File: src/rtl/divider_result_fifo_if.sv
// rtl/divider_result_fifo_if.sv - handshake bundle between divider, result FIFO and consumer
interface divider_result_fifo_if #(
   parameter int WIDTH = 14,
   parameter int DEPTH = 8
);
   localparam int CW = $clog2(DEPTH + 1);

   logic [WIDTH-1:0] div_quotient_in;
   logic             div_valid_in;
   logic             div_pause_out;
   logic [WIDTH-1:0] data_out;
   logic             valid_out;
   logic             ready_in;
   logic [CW-1:0]    count_out;

   modport master (
      output div_quotient_in, div_valid_in, ready_in,
      input  div_pause_out, data_out, valid_out, count_out
   );

   modport slave (
      input  div_quotient_in, div_valid_in, ready_in,
      output div_pause_out, data_out, valid_out, count_out
   );
endinterface

File: src/rtl/divider_result_fifo.sv
// rtl/divider_result_fifo.sv - circular result FIFO behind the pipelined divider; DIVQ_CLAMP_EN enables quotient ceiling
module divider_result_fifo #(
   parameter int WIDTH     = 14,
   parameter int DEPTH     = 8,
   parameter int CLAMP_MAX = 1023
) (
   input logic                  clk_in,
   input logic                  rst_in,
   divider_result_fifo_if.slave bus
);
   localparam int               AW         = $clog2(DEPTH);
   localparam int               CW         = $clog2(DEPTH + 1);
   localparam logic [CW-1:0]    FULL_COUNT = CW'(DEPTH);
   localparam logic [WIDTH-1:0] CLAMP_Q    = WIDTH'(CLAMP_MAX);
`ifdef DIVQ_CLAMP_EN
   localparam bit               CLAMP_ON   = 1'b1;
`else
   localparam bit               CLAMP_ON   = 1'b0;
`endif

   logic [WIDTH-1:0] mem [DEPTH];
   logic [AW-1:0]    wr_ptr;
   logic [AW-1:0]    rd_ptr;
   logic [CW-1:0]    count;
   logic             full;
   logic             not_empty;
   logic             push;
   logic             pop;
   logic [WIDTH-1:0] push_data;

   // Flow control decoded from registered occupancy only; a paused divider holds its result, so capture only when unpaused
   always_comb begin
      full      = (count == FULL_COUNT);
      not_empty = (count != '0);
      push      = bus.div_valid_in && !full;
      pop       = not_empty && bus.ready_in;
      push_data = bus.div_quotient_in;
      if (CLAMP_ON && (bus.div_quotient_in > CLAMP_Q)) begin
         push_data = CLAMP_Q;
      end
   end

   assign bus.div_pause_out = full;
   assign bus.valid_out     = not_empty;
   assign bus.data_out      = not_empty ? mem[rd_ptr] : '0;
   assign bus.count_out     = count;

   // Pointers wrap naturally at DEPTH; occupancy kept separately so full and empty are unambiguous
   always_ff @(posedge clk_in) begin
      if (!rst_in) begin
         wr_ptr <= '0;
         rd_ptr <= '0;
         count  <= '0;
      end else begin
         if (push) begin
            wr_ptr <= wr_ptr + 1'b1;
         end
         if (pop) begin
            rd_ptr <= rd_ptr + 1'b1;
         end
         case ({push, pop})
            2'b10:   count <= count + 1'b1;
            2'b01:   count <= count - 1'b1;
            default: count <= count;
         endcase
      end
   end

   // Storage array is not reset; results arriving during reset are dropped
   always_ff @(posedge clk_in) begin
      if (rst_in && push) begin
         mem[wr_ptr] <= push_data;
      end
   end
endmodule

File: src/flat_wrapper.sv
// flat-port wrapper written by rule: the top's interface ports become plain ports
module divider_result_fifo_flat 
#(
   parameter int WIDTH     = 14,
   parameter int DEPTH     = 8,
   parameter int CLAMP_MAX = 1023
)
  (clk_in, rst_in, bus_div_quotient_in, bus_div_valid_in, bus_ready_in, bus_div_pause_out, bus_data_out, bus_valid_out, bus_count_out);
  divider_result_fifo_if #(.WIDTH(WIDTH), .DEPTH(DEPTH)) bus_i ();
  input logic clk_in;
  input logic rst_in;
  input wire logic [$bits(bus_i.div_quotient_in)-1:0] bus_div_quotient_in;
  input wire logic [$bits(bus_i.div_valid_in)-1:0] bus_div_valid_in;
  input wire logic [$bits(bus_i.ready_in)-1:0] bus_ready_in;
  output wire logic [$bits(bus_i.div_pause_out)-1:0] bus_div_pause_out;
  output wire logic [$bits(bus_i.data_out)-1:0] bus_data_out;
  output wire logic [$bits(bus_i.valid_out)-1:0] bus_valid_out;
  output wire logic [$bits(bus_i.count_out)-1:0] bus_count_out;
  assign bus_i.div_quotient_in = bus_div_quotient_in;
  assign bus_i.div_valid_in = bus_div_valid_in;
  assign bus_i.ready_in = bus_ready_in;
  assign bus_div_pause_out = bus_i.div_pause_out;
  assign bus_data_out = bus_i.data_out;
  assign bus_valid_out = bus_i.valid_out;
  assign bus_count_out = bus_i.count_out;
  divider_result_fifo #(.WIDTH(WIDTH), .DEPTH(DEPTH), .CLAMP_MAX(CLAMP_MAX)) u_core (.clk_in(clk_in), .rst_in(rst_in), .bus(bus_i));
endmodule
File: config.mk
export PLATFORM = sky130hd
export DESIGN_NAME = divider_result_fifo_flat
export DESIGN_NICKNAME = d
export VERILOG_FILES = /design/src/rtl/divider_result_fifo_if.sv /design/src/rtl/divider_result_fifo.sv /design/src/flat_wrapper.sv
export SDC_FILE = /design/constraint.sdc
export NUM_CORES = 1
export LEC_CHECK = 0
export ABC_AREA = 1
export CAP_MARGIN = 10
export CORE_ASPECT_RATIO = 0.5
export CORE_MARGIN = 8
export CORE_UTILIZATION = 40
export CTS_CLUSTER_SIZE = 8
export DETAILED_ROUTE_END_ITERATION = 8
export PLACE_DENSITY = 0.69
export SETUP_SLACK_MARGIN = 0.2
export SLEW_MARGIN = 40
export SYNTH_ARGS = -nofsm -noshare
export SYNTH_HDL_FRONTEND = slang
export SYNTH_SLANG_ARGS = --single-unit
File: constraint.sdc
create_clock -name clk_in -period 6.2 [get_ports clk_in]
set_input_delay 1.24 -clock clk_in [delete_from_list [all_inputs] [get_ports clk_in]]
set_output_delay 1.24 -clock clk_in [all_outputs]
set_load 0.03 [all_outputs]
# == After elaboration in Yosys (flattened, before gate mapping) ==
# Memory sizes are Yosys's and may differ from the RTL's. A register that Yosys moved wholly into a read port is not among the register bits.
# Cells that the tools add are included.
# op_classes
add_sub_neg,4
n_eq_ne,3
mux,6
n_reduce_logical,6
# ops
cell,count
2-to-1 mux 14 bit,1
case mux 4 bit (2 select lines),1
"adder 3 x 1 -> 3 bit, second input constant",2
2-to-1 mux 3 bit,2
"adder 4 x 1 -> 4 bit, second input constant",1
"== test 4 bit, second input constant",1
nonzero test 4 bit,1
"subtractor 4 x 1 -> 4 bit, second input constant",1
logical AND 1 bit,3
"== test 2 x 1 -> 1 bit, second input constant",1
"== test 2 bit, second input constant",1
2-to-1 mux 1 bit,2
nonzero test 2 bit,1
zero test 1 bit,1
# totals
ff_bits,10
ramBits,112
input_bits,18
out_inout_bits,20
elab_cells,23
n_memories,1
# memory_table
memory,words,word_bits,read_ports,rd_ports_with_merged_regs,wr,line_no,text
u_core.mem,8,14,1,1,1,divider_result_fifo.sv:21,logic [WIDTH-1:0] mem [DEPTH];

# == Longest topological paths before layout ==
# depth
ltp_word,6
depth_mapped,14
depth_no_buf,13

# == Least setup slack after synthesis ==
# OpenSTA, ideal clock, no wires.
# synth_path
path_kind,input-to-reg
from,input port rst_in
to,"memory u_core.mem[6][0], enable pin"
setup_time_ns,0.403
t_arrival_ns,2.750
required_time_ns,5.797
path_slack_ns,3.047
path_stages,5
n_path_buf,1
path_cell_list,clkbuf_1 > inv_1 > nor2_1 > inv_2 > nor3_1
# synth_between
elab_chain_cells,3
# synth_lines
element,line_no,text
"start, declared",flat_wrapper.sv:11,input logic rst_in;
logical AND 1 bit,divider_result_fifo.sv:71,if (rst_in && push) begin
2-to-1 mux 1 bit,divider_result_fifo.sv:71,
2-to-1 mux 1 bit (not written as such),divider_result_fifo.sv:72,mem[wr_ptr] <= push_data;
"end, declared",divider_result_fifo.sv:21,
# No other way between the ends.

==> impl_metrics.toml <==
[sta]
finalSetupViolations = 0
hold_viol = 0
final.setup.tns_ps = 0
min_period_over_period_pct = 64.4
slew_headroom_pct = 50.1
grt_setup_unrepaired = "false"
slew_violations = 0
max_freq_mhz = 250
fin_crit_ps = 3990
fin_skew_ps = 7.72
tightestPinTransition_ps = 747

[die]
ioPinCount = 38
start_util_pct = 40.9
rows = 29
coreArea_um2 = 12700
die_height_um = 96.5
die_area_um2 = 17100
die_x_um = 177

[logic_synthesis]
avgSynthCellArea_um2 = 12.0
syn_area_um2 = 5180
yosys.cell_types.count = 24
syn_inst = 432
syn_nets = 454
yosys_warnings = 0
ys_seq_elements = 125
yosysSeqAreaShare_pct = 69.9

[place]
placed_area_um2 = 5690
gp_routability_congestion = 0.795
portBuffers = 37
hpwl_mm = 6.28

[layout]
final_nets = 494
diodes = 0
final_cell_mix = "127 x nor2_1, 112 x edfxtp_1, 55 x o21ai_0"
layout-drive-gt1-share_pct = 12.4
area_growth_pct = 22.6
final_area_um2 = 6360
final_core_util_pct = 50.2
final_common_cell = "nor2_1"

[critical_path]
crit_type = "register to primary output"
r2r-start = "u_core.bus.count_out[2]"
cp-end-kind = "primary output"
path_max_fanout = 57
start_kind = "register"
arrival_ps = 2750
worstPathRequired_ps = 4960

[clock_tree]
cts_setup_buffers = 0
ctsHoldBuffers = 0
post_cts_resized = 0
insertion_delay_ps = 410
htreeDepth = 4
clockRootBuffer = "clkbuf_16"
tritoncts = "built"
cts_made_buffers = 17
clk_pin_slew_ps = 50
cts_buffer_depth = 2
numClockSinks = 125

[job]
cap_violations = 0

[route]
firstDrtPassIters = 5
vias = 3393
antenna_left = 0
wl_per_cell_um = 17.1
vias_per_cell = 5.18
routed_wl_mm = 11.2
drt_first_iter_violations = 256
drc = 0

[hold_path]
min-delay-start = "u_core.rd_ptr[2]"
min_path_type = "register to register"

[power_and_ir_drop]
p_int_uw = 2050
p_comb_share_pct = 28.4
power_leakage_uw = 0.00220
p_seq_share_pct = 35.1
peakVddDrop_uv = 219
p_switching_uw = 993
clkPwrFrac_pct = 36.6
switching_share_pct = 32.6
power_density_nw_per_um2 = 479

[global_route]
grt_util_all_layers_pct = 13.7
grt-ovfl-total = 0
antenna_found_initial = 0
grt_pass1_vias = 3376
grt_first_pass_wirelength_mm = 17.6
grt_max_degree = 58

[outcome]
status = "finished clean"
area by class of cell:
| class | instances | area [um2] |
|---|---|---|
| Clock buffer | 18 | 429 |
| Clock inverter | 14 | 241 |
| Fill cell | 1034 | 6310 |
| Inverter | 20 | 77.6 |
| Multi-Input combinational cell | 263 | 1340 |
| Sequential cell | 125 | 3630 |
| Tap cell | 170 | 213 |
| Timing Repair Buffer | 45 | 430 |
critical path, cell delays in order, from the launching register on:
cell and delay, ps:
dfxtp_4 510, inv_4 500, nor2_1 110, o32ai_1 280, nor2_1 70, nor2_1 130, clkdlybuf4s50_1 710
through the flow:
stage	power (uW)	cells	hold slack (ps)	setup slack (ps)
5_1_grt	3180	655	512	2010
2_1_floorplan	1670	432	433	3050
6_report	3040	655	466	2210
4_1_cts	3060	655	465	2170
3_3_place_gp	1940	623	444	2310
3_5_place_dp	1950	623	460	2630
final timing paths:
kind,to,slack (ps),cells past startpoint
worst min-delay path,u_core.rd_ptr[2],470,2
worst min register to register,u_core.rd_ptr[2],470,2
worst max-delay path,bus_data_out[1],2210,6
worst max register to register,u_core.bus.count_out[2],4190,10
state kept, by name (all words and copies together), names as in the netlist, named ones only:
| signal | flops |
|---|---|
| u_core.rd_ptr | 3 |
| u_core.mem | 112 |
| u_core.bus.count_out | 4 |
| u_core.wr_ptr | 3 |
logic make-up after synthesis:
| logic type | share of synthesized area [%] |
|---|---|
| adder cells (fa/ha/maj) | 0.965 |
| AND/OR/NAND/NOR | 11.8 |
| AO/OA/AOI/OAI | 12.2 |
| XOR/XNOR | 0.338 |
| flip-flops | 69.9 |
| buffers and inverters | 4.75 |
synthesized netlist by cell type (all sizes together):
| master | n | share of area [%] |
|---|---|---|
| clkbuf | 9 | 0.72 |
| nor2 | 128 | 9.3 |
| edfxtp | 112 | 65 |
| inv | 20 | 1.5 |
| nand3 | 8 | 0.77 |
| xor2 | 2 | 0.34 |
| a21oi | 8 | 0.84 |
| buf | 15 | 2.5 |
| ha | 4 | 0.97 |
| nand2 | 16 | 1.2 |
| nor3 | 6 | 0.58 |
| dfxtp | 13 | 5.0 |
| o32ai | 14 | 4.0 |
| o21ai | 77 | 7.4 |
power by group through the flow:
stage,clock network (uW),registers (uW),logic (uW)
after floorplan,0,1020,649
after global placement,0,1080,855
after detailed placement,0,1080,863
after CTS,1120,1070,872
after global routing,1160,1080,942
final,1110,1070,863
routing by layer:
layer	vias to the layer above	GRT usage, %	routed length (um)	part of all wire, %
met1	1629	17.2	5030	45
met2	139	21.9	5220	47
met5	-	0	0	0
met3	16	3.84	769	6.9
li1	1609	-	-	-
met4	0	6.46	172	1.5
Power figures use the tool's default switching activity.
